`src/rtl/riscv_ctrl_pkg.sv`:
```
// riscv_ctrl_pkg: shared encodings for the multicycle RV32I controller.
`default_nettype none

package riscv_ctrl_pkg;

    typedef enum logic [3:0] {
        S_FETCH,
        S_DECODE,
        S_MEMADR,
        S_MEMREAD,
        S_MEMWB,
        S_MEMWRITE,
        S_EXECR,
        S_EXECI,
        S_ALUWB,
        S_BRANCH,
        S_JALR,
        S_JAL,
        S_LUI,
        S_AUIPC,
        S_TRAP
    } state_t;

    typedef enum logic [1:0] {
        ALUOP_ADD,
        ALUOP_SUB,
        ALUOP_FUNCT
    } aluop_t;

    localparam logic [2:0] IMM_I    = 3'b000;
    localparam logic [2:0] IMM_S    = 3'b001;
    localparam logic [2:0] IMM_B    = 3'b010;
    localparam logic [2:0] IMM_J    = 3'b011;
    localparam logic [2:0] IMM_U    = 3'b100;
    localparam logic [2:0] IMM_NONE = 3'b111;

    localparam logic [3:0] ALU_ADD  = 4'd0;
    localparam logic [3:0] ALU_SUB  = 4'd1;
    localparam logic [3:0] ALU_AND  = 4'd2;
    localparam logic [3:0] ALU_OR   = 4'd3;
    localparam logic [3:0] ALU_XOR  = 4'd4;
    localparam logic [3:0] ALU_SLT  = 4'd5;
    localparam logic [3:0] ALU_SLTU = 4'd6;
    localparam logic [3:0] ALU_SLL  = 4'd7;
    localparam logic [3:0] ALU_SRL  = 4'd8;
    localparam logic [3:0] ALU_SRA  = 4'd9;

    localparam logic [6:0] OP_LOAD   = 7'h03;
    localparam logic [6:0] OP_STORE  = 7'h23;
    localparam logic [6:0] OP_R      = 7'h33;
    localparam logic [6:0] OP_I      = 7'h13;
    localparam logic [6:0] OP_BRANCH = 7'h63;
    localparam logic [6:0] OP_JAL    = 7'h6F;
    localparam logic [6:0] OP_JALR   = 7'h67;
    localparam logic [6:0] OP_LUI    = 7'h37;
    localparam logic [6:0] OP_AUIPC  = 7'h17;

    localparam logic [1:0] SRCA_PC    = 2'b00;
    localparam logic [1:0] SRCA_OLDPC = 2'b01;
    localparam logic [1:0] SRCA_RS1   = 2'b10;
    localparam logic [1:0] SRCA_ZERO  = 2'b11;

    localparam logic [1:0] SRCB_RS2  = 2'b00;
    localparam logic [1:0] SRCB_IMM  = 2'b01;
    localparam logic [1:0] SRCB_FOUR = 2'b10;

    localparam logic [1:0] RES_ALUOUT    = 2'b00;
    localparam logic [1:0] RES_MEMDATA   = 2'b01;
    localparam logic [1:0] RES_ALURESULT = 2'b10;

    function automatic logic [2:0] imm_sel(input logic [6:0] op);
        case (op)
            OP_LOAD, OP_I, OP_JALR: imm_sel = IMM_I;
            OP_STORE:               imm_sel = IMM_S;
            OP_BRANCH:              imm_sel = IMM_B;
            OP_JAL:                 imm_sel = IMM_J;
            OP_LUI, OP_AUIPC:       imm_sel = IMM_U;
            default:                imm_sel = IMM_NONE;
        endcase
    endfunction

endpackage

`default_nettype wire

```
`src/rtl/alu_decoder.sv`:
```
// alu_decoder: maps the controller's ALU request and instruction funct fields to an ALU operation code.
`default_nettype none

module alu_decoder
    import riscv_ctrl_pkg::*;
#(
    parameter int ALUC_W = 4
) (
    input  logic [6:0]        op_i,
    input  logic [2:0]        funct3_i,
    input  logic              funct7b5_i,
    input  aluop_t            aluop_i,
    output logic [ALUC_W-1:0] alucontrol_o
);

    logic       is_r;
    logic [3:0] alu;

    // In I-type, IR[30] is an immediate bit, so it only selects SUB for R-type.
    assign is_r = (op_i == OP_R);

    always_comb begin
        alu = ALU_ADD;
        case (aluop_i)
            ALUOP_SUB: alu = ALU_SUB;
            ALUOP_FUNCT: begin
                case (funct3_i)
                    3'b000:  alu = (is_r && funct7b5_i) ? ALU_SUB : ALU_ADD;
                    3'b001:  alu = ALU_SLL;
                    3'b010:  alu = ALU_SLT;
                    3'b011:  alu = ALU_SLTU;
                    3'b100:  alu = ALU_XOR;
                    3'b101:  alu = funct7b5_i ? ALU_SRA : ALU_SRL;
                    3'b110:  alu = ALU_OR;
                    default: alu = ALU_AND;
                endcase
            end
            default: alu = ALU_ADD;
        endcase
    end

    assign alucontrol_o = ALUC_W'(alu);

endmodule

`default_nettype wire

```
`src/rtl/multicycle_controller.sv`:
```
// multicycle_controller: Moore FSM sequencing a multicycle RV32I datapath,
// with memory wait handshake and a sticky illegal-instruction trap.
`default_nettype none

module multicycle_controller
    import riscv_ctrl_pkg::*;
#(
    parameter bit TRAP_ON_ILLEGAL = 1'b1,
    parameter int ALUC_W          = 4
) (
    input  logic              clk,
    input  logic              resetn,
    input  logic [6:0]        op,
    input  logic [2:0]        funct3,
    input  logic              funct7b5,
    input  logic              zero,
    input  logic              lt,
    input  logic              ltu,
    input  logic              mem_ready,
    output logic [2:0]        immsrc,
    output logic [1:0]        alusrca,
    output logic [1:0]        alusrcb,
    output logic [ALUC_W-1:0] alucontrol,
    output logic [1:0]        resultsrc,
    output logic              adrsrc,
    output logic              irwrite,
    output logic              pcwrite,
    output logic              regwrite,
    output logic              memwrite,
    output logic              illegal,
    output logic              retire
);

    state_t state_q, state_d;
    aluop_t aluop;
    logic   ir_raw, pc_raw, rw_raw, mw_raw, ill_raw, ret_raw;
    logic   br_taken, br_legal;

    always_ff @(posedge clk or negedge resetn) begin
        if (!resetn) state_q <= S_FETCH;
        else         state_q <= state_d;
    end

    always_comb begin
        br_taken = 1'b0;
        br_legal = 1'b1;
        case (funct3)
            3'b000:  br_taken = zero;
            3'b001:  br_taken = !zero;
            3'b100:  br_taken = lt;
            3'b101:  br_taken = !lt;
            3'b110:  br_taken = ltu;
            3'b111:  br_taken = !ltu;
            default: br_legal = 1'b0;
        endcase
    end

    always_comb begin
        state_d   = state_q;
        alusrca   = SRCA_PC;
        alusrcb   = SRCB_RS2;
        resultsrc = RES_ALUOUT;
        adrsrc    = 1'b0;
        aluop     = ALUOP_ADD;
        ir_raw    = 1'b0;
        pc_raw    = 1'b0;
        rw_raw    = 1'b0;
        mw_raw    = 1'b0;
        ill_raw   = 1'b0;
        ret_raw   = 1'b0;
        case (state_q)
            S_FETCH: begin
                alusrcb   = SRCB_FOUR;
                resultsrc = RES_ALURESULT;
                ir_raw    = mem_ready;
                pc_raw    = mem_ready;
                if (mem_ready) state_d = S_DECODE;
            end
            S_DECODE: begin
                alusrca = SRCA_OLDPC;
                alusrcb = SRCB_IMM;
                case (op)
                    OP_LOAD, OP_STORE: state_d = S_MEMADR;
                    OP_R:              state_d = S_EXECR;
                    OP_I:              state_d = S_EXECI;
                    OP_BRANCH:         state_d = S_BRANCH;
                    OP_JAL:            state_d = S_JAL;
                    OP_JALR:           state_d = S_JALR;
                    OP_LUI:            state_d = S_LUI;
                    OP_AUIPC:          state_d = S_AUIPC;
                    default: begin
                        if (TRAP_ON_ILLEGAL) begin
                            state_d = S_TRAP;
                        end else begin
                            state_d = S_FETCH;
                            ret_raw = 1'b1;
                        end
                    end
                endcase
            end
            S_MEMADR: begin
                alusrca = SRCA_RS1;
                alusrcb = SRCB_IMM;
                state_d = (op == OP_LOAD) ? S_MEMREAD : S_MEMWRITE;
            end
            S_MEMREAD: begin
                adrsrc = 1'b1;
                if (mem_ready) state_d = S_MEMWB;
            end
            S_MEMWB: begin
                resultsrc = RES_MEMDATA;
                rw_raw    = 1'b1;
                ret_raw   = 1'b1;
                state_d   = S_FETCH;
            end
            S_MEMWRITE: begin
                adrsrc  = 1'b1;
                mw_raw  = 1'b1;
                ret_raw = mem_ready;
                if (mem_ready) state_d = S_FETCH;
            end
            S_EXECR, S_EXECI: begin
                alusrca = SRCA_RS1;
                alusrcb = (state_q == S_EXECR) ? SRCB_RS2 : SRCB_IMM;
                aluop   = ALUOP_FUNCT;
                state_d = S_ALUWB;
            end
            S_ALUWB: begin
                rw_raw  = 1'b1;
                ret_raw = 1'b1;
                state_d = S_FETCH;
            end
            S_BRANCH: begin
                alusrca = SRCA_RS1;
                aluop   = ALUOP_SUB;
                if (!br_legal && TRAP_ON_ILLEGAL) begin
                    state_d = S_TRAP;
                end else begin
                    pc_raw  = br_taken && br_legal;
                    ret_raw = 1'b1;
                    state_d = S_FETCH;
                end
            end
            S_JALR: begin
                alusrca = SRCA_RS1;
                alusrcb = SRCB_IMM;
                state_d = S_JAL;
            end
            // Loads the PC from ALUOut while the ALU forms the link value OldPC+4.
            S_JAL: begin
                alusrca = SRCA_OLDPC;
                alusrcb = SRCB_FOUR;
                pc_raw  = 1'b1;
                state_d = S_ALUWB;
            end
            S_LUI: begin
                alusrca = SRCA_ZERO;
                alusrcb = SRCB_IMM;
                state_d = S_ALUWB;
            end
            S_AUIPC: begin
                alusrca = SRCA_OLDPC;
                alusrcb = SRCB_IMM;
                state_d = S_ALUWB;
            end
            S_TRAP: begin
                ill_raw = 1'b1;
            end
            default: state_d = S_FETCH;
        endcase
    end

    assign immsrc = imm_sel(op);

    // Qualify with reset so an access in flight is dropped immediately.
    assign irwrite  = ir_raw  & resetn;
    assign pcwrite  = pc_raw  & resetn;
    assign regwrite = rw_raw  & resetn;
    assign memwrite = mw_raw  & resetn;
    assign illegal  = ill_raw & resetn;
    assign retire   = ret_raw & resetn;

    alu_decoder #(
        .ALUC_W(ALUC_W)
    ) u_alu_decoder (
        .op_i        (op),
        .funct3_i    (funct3),
        .funct7b5_i  (funct7b5),
        .aluop_i     (aluop),
        .alucontrol_o(alucontrol)
    );

endmodule

`default_nettype wire

```
`config.mk`:
```
export PLATFORM = sky130hd
export DESIGN_NAME = multicycle_controller
export DESIGN_NICKNAME = d
export VERILOG_FILES = /design/src/rtl/riscv_ctrl_pkg.sv /design/src/rtl/alu_decoder.sv /design/src/rtl/multicycle_controller.sv
export SDC_FILE = /design/constraint.sdc
export NUM_CORES = 1
export LEC_CHECK = 0
export ABC_AREA = 0
export BUFFER_PORTS_ARGS = -buffer_cell sky130_fd_sc_hd__buf_4
export CORE_ASPECT_RATIO = 0.75
export CORE_MARGIN = 1
export CORE_UTILIZATION = 48
export DETAILED_ROUTE_END_ITERATION = 16
export PLACE_DENSITY = 0.87
export SLEW_MARGIN = 15
export SYNTH_ARGS = -nofsm -noshare
export SYNTH_HDL_FRONTEND = slang
export SYNTH_SLANG_ARGS = --single-unit
```
`constraint.sdc`:
```
create_clock -name clk -period 1.75 [get_ports clk]
set_input_delay 0.0875 -clock clk [delete_from_list [all_inputs] [get_ports clk]]
set_output_delay 0.0875 -clock clk [all_outputs]
set_load 0.01 [all_outputs]
```
# Word-level counts from Yosys, hierarchy flattened
# Cells that the tools add are included.
# word_totals
reg_bits	4
inputBits	17
output_inout_bits	20
word_cells	91
# op_classes
muxes	28
n_bitwise	7
reduce_logical	20
eq_ne	35
# op_table
cell	n
$pmux 4 s9	1
$pmux 4 s8	1
$eq 4x4->1 const B	7
$pmux 4 s7	1
$eq 7x6->1 const B	3
$eq 7x7->1 const B	3
$eq 4x3->1 const B	4
$mux 4	4
$pmux 3 s5	1
$reduce_or 5->1	3
$eq 7x5->1 const B	2
$eq 3x3->1 const B	4
$pmux 2 s3	2
$reduce_or 2->1	6
$mux 1	11
$eq 4x2->1 const B	2
$pmux 2 s2	2
$pmux 4 s2	1
$eq 7x2->1 const B	1
$and 1x1->1	6
$eq 3x2->1 const B	2
$ne 2x2->1 const B	3
$pmux 1 s3	2
$pmux 1 s6	1
13 further kinds	17

# Logic depth before layout (Yosys ltp)
# logic_depth
word_depth	7
ltp_mapped	9
ltp_nobuf	8

# Cells and area by module
# From an unflattened synthesis, not the netlist that was laid out.
# unflattened
hier_cells	137
hier_area_um2	997.2
# modules_own_cells
mod	n_inst	area_per_inst_um2	seq_area_each_um2	cells_per_inst
multicycle_controller	1	859.6	100.1	116
alu_decoder	1	137.6	0.0	21

# Worst setup path after synthesis
# OpenSTA, ideal clock, no wires.
# synth_timing
path_type	register to output
from	reg state_q[1]
to	out alucontrol[3]
path_stages_with_launch	9
path_buffers	2
t_required_ns	1.662
setup_slack_ns	0.021
arrival_ns	1.642
path_cell_list	dfrtp_1 buf_2 buf_1 nand2_1 inv_1 ha_1 inv_1 nand2_1 nor3_1
# synth_between
elab_chain_cells	5
elab_cells_between_ends	8
cone_classes	eq/ne: 5; mux: 2; reduce/logical: 1
# synth_rtl
item	line	rtl
start, declared	multicycle_controller.sv:34	state_t state_q, state_d;
start signal, assigned	multicycle_controller.sv:41	else state_q <= state_d;
$eq 4x3->1	multicycle_controller.sv:71	case (state_q)
$reduce_or 2->1	--	
$pmux 2 s2 (*)	multicycle_controller.sv:71	
$eq 2x2->1 / $eq 2x1->1 (equally long branches)	alu_decoder.sv:24	case (aluop_i)
$pmux 4 s2 (*)	alu_decoder.sv:24	
end, declared	multicycle_controller.sv:23	output logic [ALUC_W-1:0] alucontrol,
# Every way passes the cells marked *; elsewhere a longest branch is shown, timed or not.

# Final worst setup path
# layout_timing
from	reg state_q[3]
to	out alucontrol[0]
# The elaborated chain is that of the path after synthesis.

==> impl_metrics.csv <==
group,metric,value,unit
layout,seq_area,104,um2
sta,finalHoldViolations,0,
drt,dr.pass1.iters,5,
logic_synthesis,ys_top_cells_by_count,"nor2_1 (15), nand2_1 (12), a21oi_1 (8), inv_1 (8), o21ai_0 (8)",
cts,cts_made_buffers,3,
cts,clkSinkCount,4,
drt,drt_iter0_drc,56,
layout,utilization,81.2,%
logic_synthesis,synth_top_area_share,11.3,%
drt,via_per_inst,6.25,
cts,htree_levels,1,
sta,fin_worst_skew,0.00550,ns
logic_synthesis,yosysMostFrequentCell,"nor2_1",
cts,clk_path_buf_depth,2,
logic_synthesis,mappedNetlistNets,155,
layout,largest_register_ffs,4,
worst_setup_path,path_class,"flop to output port",
grt,grt_pass1_vias,967,
logic_synthesis,netlist_instances,136,
worst_setup_path,cp_common_cell,"buf_6",
hold_path,worstHoldPathType,"primary input to async pin",
place,numPortBuffers,36,
sta,worstMarginPinSlew,0.496,ns
grt,grt_util_all_layers,26.7,%
layout,drive_gt1_share,42.8,%
power_and_ir_drop,vdd_drop_max,745,uV
place,place.gp.congestion,0.812,
worst_setup_path,rrSetupSlack,0.20,ns
sta,finalWorstSetupSlack,-0.0729,ns
worst_setup_path,worstPathRequired,1.66,ns
flow_run,drv_cap,0,
drt,drcViolationCount,0,
logic_synthesis,ys_seq_area_share,11.3,%
power_and_ir_drop,cellLeakagePower,0.653,nW
sta,fin_crit,1.82,ns
sta,rsz0062_at_grt,"true",
floorplanning,start_util,50.9,%
outcome,violations,"negative setup slack",
sta,setup_viol,3,
logic_synthesis,ys.flop_type,"dfrtp_1",
power_and_ir_drop,power_density,1230,nW/um2
layout,antennaDiodeCount,0,
sta,fin_crit_sh,104,%
worst_setup_path,path_cells,"nor2b_4, nand2_2, ha_4, inv_4, buf_6, a22o_1, buf_6",
logic_synthesis,syn_avg_cell_area,6.51,um2
floorplanning,core_area,1740,um2
logic_synthesis,ys_async_sr_fraction,100,%
cts,clkTransAtPathRegs,0.04,ns
floorplanning,die_width,51.6,um
logic_synthesis,syn_area,886,um2
floorplanning,ios,37,
sta,holdWs,0.220,ns
sta,fmax,549,MHz
worst_setup_path,crit_path_end_kind,"output port",
place,dpl.hpwl,1870,um
layout,fin_area,1410,um2
grt,grt_pass1_wl,4010,um
floorplanning,die-area,2020,um2
drt,vias,1263,
drt,final_antenna_net_count,0,
floorplanning,die_h,39.2,um
cts,cts_tree,"done",
worst_setup_path,crit_path_start_kind,"flop",
worst_setup_path,crit_slowest_cell,"dfrtp_2",
logic_synthesis,synth_seq_cells,4,
layout,num-fill-cells,95,
place,placed_cell_area,1190,um2
grt,antenna_found_initial,0,
logic_synthesis,yosysWarnings,0,
grt,grt-ovfl-total,0,
logic_synthesis,synth.distinct_cells,48,
sta,slew_viol_final,0,
layout,syn_to_final_growth,59.5,%
layout,nets,201,
grt,grt_max_degree,21,
sta,slew_headroom,66.1,%
logic_synthesis,synth_top_cell_by_area,"dfrtp_1",
worst_setup_path,max_stage_delay,0.43,ns
floorplanning,rows,13,
layout,regMostFlops,"state_q",
cts,cts-root-buf,"clkbuf_4",
layout,multi_input_area,781,um2
drt,drt_wl_total,3170,um
outcome,status,"finished, violations left",
logic_synthesis,synth-edff-count,0,
worst_setup_path,path_max_fanout,6,
logic_synthesis,synthTopCellsByArea,"dfrtp_1 (11%), nor2_1 (6.4%), nand2_1 (5.1%)",
layout,reg_top3,"state_q x4",
worst_setup_path,cp.arrival,1.74,ns
cts,worstSkewPairLatency,0.23,ns
drt,post_drt_wl_per_cell,15.7,um
==> cells by family (layout without fill, tap and decap cells) <==
family                   count (synthesis)  in the layout  share of synthesized area, %
AO/OA/AOI/OAI                           40             40                          30.4
buffers and inverters                   21             65                          10.2
adder cells (fa/ha/maj)                  2              2                          2.82
multiplexers                             4              4                          5.23
XOR/XNOR                                 3              3                          2.97
flip-flops                               4              4                          11.3
AND/OR/NAND/NOR                         62             62                          37.1
==> critical path, delay by kind of cell (launching register included) <==
kind	cells	cell delay (ns)
and+or+nand+nor	2	0.27
adders and majority gates	1	0.28
AOI/OAI and AO/OA	1	0.25
DFF	1	0.43
buffers and inverters	3	0.27
==> metal layers <==
layer	routed length (um)	part of all wire, %	GRT usage, %
met1	1260	40	31.1
met2	1530	48	50.6
met3	280	8.8	2.75
met4	99	3.1	10.8
met5	0	0	0
==> cell type report <==
class	instances	area share, %
inverter	8	2.30
tap	22	1.95
clock buffer	3	1.59
timing repair buffer	54	31.5
multi-input combinational	111	55.3
sequential	4	7.35
==> through the flow <==
stage	setup slack, ns	power, mW	setup TNS, ns	cells
floorplan	0.0208	0.826	0	136
global placement	0.0978	1.21	0	188
detailed placement	-0.0511	1.23	-0.0511	188
CTS	-0.0476	1.46	-0.0476	196
global route	-0.110	1.83	-0.298	202
finish	-0.0729	1.73	-0.123	202
==> path summary, 6_finish.rpt <==
kind	from	endpoint	cells after the start
max	state_q[3]	alucontrol[0]	7
min	resetn	state_q[2]	2
max reg2reg	state_q[1]	state_q[1]	6
min reg2reg	state_q[0]	state_q[0]	4
max in group asynchronous	resetn	state_q[1]	2
min in group clk	op[4]	state_q[2]	3
==> report_power, final <==
group	total [mW]	leakage (nW)	switching, mW	internal [mW]
Combinational	1.43	0.592	0.703	0.725
Sequential	0.197	0.0473	0.0598	0.137
Clock	0.110	0.0138	0.0336	0.0765
Total	1.73	0.653	0.796	0.939
==> what timing repair did <==
action	in CTS	in global routing
endpoints found under the setup margin	5	7
buffers inserted	4	5
cloned	0	1
gates resized for setup	12	14
hold buffers	1	0
pin swaps	2	5
hold endpoints to repair	4	0
==> cells in the final DEF, fill, tap and decap left out, types with 3 or more instances in the layout <==
| master | instances |
|---|---|
| a21oi_1 | 8 |
| nor3_1 | 6 |
| nand2_1 | 9 |
| nor2b_4 | 3 |
| nand2b_1 | 4 |
| nand3b_1 | 4 |
| nor2b_1 | 3 |
| o21ai_0 | 8 |
| inv_1 | 6 |
| buf_4 | 49 |
| clkbuf_4 | 3 |
| nor2_1 | 14 |
| o22ai_1 | 3 |
| dfrtp_2 | 3 |
| o211ai_1 | 3 |
No activity file was read; power rests on OpenSTA's default activity.
